==> src/rtl/adder_pkg.sv <==
// Shared defaults and helpers for the pipelined adder slice.
package adder_pkg;

    localparam int DEFAULT_WIDTH  = 8;
    localparam int DEFAULT_STAGES = 2;

    function automatic int chunk_width(input int width, input int stages);
        return width / stages;
    endfunction

endpackage

==> src/rtl/adder_stage.sv <==
// One chunk of the ripple add: chunk operands plus carry in give chunk sum plus carry out.
module adder_stage #(
    parameter int CHUNK = 4
) (
    input  logic [CHUNK-1:0] a,
    input  logic [CHUNK-1:0] b,
    input  logic             cin,
    output logic [CHUNK-1:0] sum,
    output logic             cout
);

    assign {cout, sum} = {1'b0, a} + {1'b0, b} + {{CHUNK{1'b0}}, cin};

endmodule

==> src/rtl/pipelined_adder.sv <==
// Chunked add/subtract pipeline with a valid/ready handshake on both sides.
// Define OVERFLOW_FLAG_EN to build the registered signed-overflow flag; otherwise ovf is tied to 0.
module pipelined_adder
    import adder_pkg::*;
#(
    parameter int WIDTH  = DEFAULT_WIDTH,
    parameter int STAGES = DEFAULT_STAGES
) (
    input  logic             clk,
    input  logic             rst_n,
    input  logic [WIDTH-1:0] x,
    input  logic [WIDTH-1:0] y,
    input  logic             cin,
    input  logic             sub,
    input  logic             in_valid,
    output logic             in_ready,
    output logic [WIDTH-1:0] sum,
    output logic             cout,
    output logic             ovf,
    output logic             out_valid,
    input  logic             out_ready
);

    localparam int CHUNK = chunk_width(WIDTH, STAGES);

    logic en;

    // The whole pipe advances together; it only freezes when a finished result is waiting.
    assign en       = !out_valid || out_ready;
    assign in_ready = en;

    genvar k;
    for (k = 0; k < STAGES; k++) begin : gen_stage
        // a_in/b_in hold only the chunks not yet consumed; s_q holds the finished low chunks.
        localparam int IN_W = WIDTH - k * CHUNK;
        localparam int LO_W = k * CHUNK;

        logic [IN_W-1:0]       a_in;
        logic [IN_W-1:0]       b_in;
        logic                  c_in;
        logic                  v_in;
        logic [CHUNK-1:0]      chunk_s;
        logic                  chunk_c;
        logic [LO_W+CHUNK-1:0] s_nx;
        logic [LO_W+CHUNK-1:0] s_q;
        logic                  c_q;
        logic                  v_q;

        if (k == 0) begin : g_src
            // Subtract folds into an add of the inverted operand and inverted borrow.
            assign a_in = x;
            assign b_in = sub ? ~y : y;
            assign c_in = sub ? ~cin : cin;
            assign v_in = in_valid;
            assign s_nx = chunk_s;
        end else begin : g_src
            assign a_in = gen_stage[k-1].g_fwd.a_q;
            assign b_in = gen_stage[k-1].g_fwd.b_q;
            assign c_in = gen_stage[k-1].c_q;
            assign v_in = gen_stage[k-1].v_q;
            assign s_nx = {chunk_s, gen_stage[k-1].s_q};
        end

        adder_stage #(
            .CHUNK(CHUNK)
        ) u_stage (
            .a   (a_in[CHUNK-1:0]),
            .b   (b_in[CHUNK-1:0]),
            .cin (c_in),
            .sum (chunk_s),
            .cout(chunk_c)
        );

        always_ff @(posedge clk) begin
            if (!rst_n) begin
                v_q <= 1'b0;
                c_q <= 1'b0;
                s_q <= '0;
            end else if (en) begin
                v_q <= v_in;
                c_q <= chunk_c;
                s_q <= s_nx;
            end
        end

        if (k < STAGES - 1) begin : g_fwd
            logic [IN_W-CHUNK-1:0] a_q;
            logic [IN_W-CHUNK-1:0] b_q;

            // Upper chunks ride along with their transaction until their stage comes up.
            always_ff @(posedge clk) begin
                if (!rst_n) begin
                    a_q <= '0;
                    b_q <= '0;
                end else if (en) begin
                    a_q <= a_in[IN_W-1:CHUNK];
                    b_q <= b_in[IN_W-1:CHUNK];
                end
            end
        end
    end

    assign sum       = gen_stage[STAGES-1].s_q;
    assign cout      = gen_stage[STAGES-1].c_q;
    assign out_valid = gen_stage[STAGES-1].v_q;

`ifdef OVERFLOW_FLAG_EN
    logic ovf_nx;
    logic ovf_q;

    // Overflow when both effective operand signs agree and the result sign disagrees.
    assign ovf_nx = (gen_stage[STAGES-1].a_in[CHUNK-1] == gen_stage[STAGES-1].b_in[CHUNK-1]) &&
                    (gen_stage[STAGES-1].chunk_s[CHUNK-1] != gen_stage[STAGES-1].a_in[CHUNK-1]);

    always_ff @(posedge clk) begin
        if (!rst_n) begin
            ovf_q <= 1'b0;
        end else if (en) begin
            ovf_q <= ovf_nx;
        end
    end

    assign ovf = ovf_q;
`else
    assign ovf = 1'b0;
`endif

endmodule

==> config.mk <==
export PLATFORM = sky130hd
export DESIGN_NAME = pipelined_adder
export DESIGN_NICKNAME = d
export VERILOG_FILES = /design/src/rtl/adder_pkg.sv /design/src/rtl/adder_stage.sv /design/src/rtl/pipelined_adder.sv
export SDC_FILE = /design/constraint.sdc
export NUM_CORES = 1
export LEC_CHECK = 0
export CAP_MARGIN = 10
export CORE_MARGIN = 4
export CORE_UTILIZATION = 42
export DETAILED_ROUTE_END_ITERATION = 8
export GPL_ROUTABILITY_DRIVEN = 0
export GPL_TIMING_DRIVEN = 0
export HOLD_SLACK_MARGIN = 0.03
export PLACE_DENSITY_LB_ADDON = 0.2
export SLEW_MARGIN = 20
export SYNTH_ARGS = -nofsm -noshare
export SYNTH_HDL_FRONTEND = slang
export SYNTH_SLANG_ARGS = --single-unit
==> constraint.sdc <==
create_clock -name clk -period 2.4 [get_ports clk]
set_input_delay 0.48 -clock clk [delete_from_list [all_inputs] [get_ports clk]]
set_output_delay 0.48 -clock clk [all_outputs]
set_load 0.01 [all_outputs]
==> flow_summary.toml <==
[global_route]
grt_pass1_wl_um = 4640
grt-ovfl-total = 0
antenna_found_initial = 0
grt_pass1_vias = 1050
grt_use_total = 0.145
grt_start_max_net_pins = 14

[cts]
cts_buffers = 3
h-tree-depth = 1
clk_path_buf_depth = 2
cts_tree = "yes"
clk_pin_slew_ns = 0.13
root_buffer = "clkbuf_4"
postCtsSetupBuffers = 0
cts_hold_buf = 0
clk_latency_ns = 0.32
cts_sinks = 24
cts_resized = 0

[synth]
syn_avg_cell_area_um2 = 9.11
synth_edf_count = 0
postSynth.asyncResetShare = 0
yosysMostFrequentCell = "nand2_1"
syn_inst = 137
syn_area_um2 = 1250
synth_warnings = 0
synth_top_cell_area_share = 0.385
synth.distinct_cells = 25
synth_seq_cells = 24
synth_common_cells = "nand2_1 (28), dfxtp_1 (24), a21oi_1 (17), nor2_1 (9)"
syn-num-nets = 169
synth_area_leaders = "dfxtp_1 (38%), nand2_1 (8.4%), a21oi_1 (6.8%), fa_1 (6.4%), ha_1 (6.0%)"
synth_area_leader_cell = "dfxtp_1"
yosysSeqAreaShare = 0.385
synth_flop_cell = "dfxtp_1"

[critical_path]
crit_end = "in_ready"
crit_chain = "clkdlybuf4s50_1 -> nor2b_4 -> inv_2 -> buf_4 -> clkdlybuf4s50_1"
timing.rr.start = "gen_stage[0].c_q"
cpPeakStageDelay_ns = 0.57
crit_type = "primary input to output port"
critPathBufInv = 4
worstPathRequired_ns = 1.92
r2r_cells = 4
cp_num_cells = 5
crit_fanout = 10
cp_common_cell = "clkdlybuf4s50_1"
reg2reg_setup_slack_ns = 0.83
rr_endpoint = "sum[5]"
critPathTopFamily = "buffers and inverters"
cpMaxStageDelayCell = "clkdlybuf4s50_1"
critPathLaunch = "out_ready"
crit_path_end_kind = "output port"
worstPathArrival_ns = 1.86
start_kind = "primary input"

[floorplanning]
io_pins = 34
rows = 19
die_height_um = 62.5
dieArea_um2 = 3910
die_w_um = 62.5
core-area_um2 = 2810
initial_core_util = 0.445

[sta]
report.final.setup_viol = 0
fin_crit_sh = 0.977
hold_ws_ns = 0.461
rsz0062_at_grt = "false"
max_freq_mhz = 427
hold_viol = 0
drv_slew = 0
period_needed_ns = 2.34
setup_tns_ns = 0
skew_ns = 0.00230

[placed_design]
port_buffers = 31
dp_hpwl_um = 2020

[cells_and_area]
antenna_cells = 0
area_delta_synth_final_pct = 30.9
register_area_um2 = 480
multi_input_area_um2 = 679
nets = 205
layout-drive-gt1-share = 0.140
fillers = 278

[detailed_routing]
drc = 0
viasPerCell = 5.16
dr.pass1.iters = 4
drt_wl_total_um = 2650
vias = 1047
drt.antenna.violating_nets = 0
wire_per_inst_um = 13.1
drtIter0Drc = 47

[min_path]
hold_path_class = "flip-flop to flip-flop"
hp-start = "sum[4]"

[power]
ir_drop_mv = 0.403
p_total_uw = 936
p_leak_nw = 0.670
p_per_area_nw_per_um2 = 573

[status]
status = "complete, no violations"

[run]
maxCapViolations = 0
==> routing by layer <==
| layer | routed length (um) | up-vias | track usage |
|---|---|---|---|
| li1 | - | 525 | - |
| met1 | 1180 | 497 | 0.168 |
| met2 | 1330 | 23 | 0.258 |
| met3 | 125 | 2 | 0.0540 |
| met4 | 13 | 0 | 0.0248 |
| met5 | 0 | - | 0 |
==> worst min path at each step <==
| stage | end | slack, ns | depth (start not counted) |
|---|---|---|---|
| 2_1_floorplan | gen_stage[0].s_q[0] | 0.43 | 2 |
| 3_3_place_gp | sum[0] | 0.44 | 2 |
| 3_5_place_dp | sum[4] | 0.44 | 2 |
| 4_1_cts | sum[4] | 0.46 | 2 |
| 5_1_grt | sum[4] | 0.48 | 2 |
| 6_report | sum[4] | 0.46 | 2 |
==> worst reg2reg max path, cell delays in order (launching register included) <==
cell	delay (ns)
dfxtp_1	0.36
fa_1	0.45
inv_1	0.09
fa_1	0.43
a211oi_2	0.18
==> kinds of logic (layout without fill, tap and decap cells) <==
logic type                 Yosys count  after routing  synth area share
AOI/OAI and AO/OA                   32             32             0.188
xor gates and xnor gates            11             11            0.0772
adders and majority gates           10             10             0.124
buffers and inverters               14             49            0.0711
DFF                                 24             24             0.385
other                                1              1           0.00300
and+or+nand+nor                     45             45             0.151
==> metrics by stage <==
stage | util | instances | setup WS [ns] | cell area (um^2)
after floorplan | - | 137 | 0.237 | 1250
after global placement | 0.570 | 199 | -0.0850 | 1600
after detailed placement | 0.570 | 199 | -0.0958 | 1600
after CTS | 0.583 | 203 | 0.0534 | 1630
after global routing | 0.583 | 203 | 0.0259 | 1630
final | 0.583 | 203 | 0.0559 | 1630
==> cell type report <==
cell class,instances,area share
multi-input cells,99,0.416
flip-flops and latches,24,0.294
repair buffers,31,0.190
clock buffers,4,0.0222
well taps,31,0.0237
inverters,5,0.0115
plain buffers,9,0.0429
==> placed cells by master (no fill, tap or decap) <==
master and n:
a2111o_1 2, a211oi_1 1, a211oi_2 5, a21o_2 1
a21oi_1 17, a21oi_2 1, buf_2 2, buf_4 3
buf_6 3, clkbuf_1 1, clkbuf_4 3, clkbuf_8 1
clkdlybuf4s50_1 31, conb_1 1, dfxtp_1 24, fa_1 4
ha_1 6, inv_1 3, inv_2 2, nand2_1 28
nand3_1 6, nor2_1 9, nor2b_1 1, nor2b_4 1
o211ai_2 2, o21ai_0 3, xnor2_1 5, xor2_1 6
==> sequential cells by signal, summed over array words and instances, names as in the netlist <==
| register | flops |
|---|---|
| gen_stage.g_fwd.a_q | 4 |
| gen_stage.v_q | 1 |
| gen_stage.g_fwd.b_q | 4 |
| sum | 8 |
| out_valid | 1 |
| cout | 1 |
| gen_stage.c_q | 1 |
| gen_stage.s_q | 4 |
==> report_power, final <==
| part | internal [mW] | total (mW) | leakage (nW) | switching [mW] |
|---|---|---|---|---|
| clock network | 0.0928 | 0.216 | 0.0210 | 0.123 |
| registers | 0.442 | 0.466 | 0.199 | 0.0235 |
| logic | 0.140 | 0.254 | 0.450 | 0.114 |
| total | 0.675 | 0.936 | 0.670 | 0.261 |
Power figures use the tool's default switching activity.
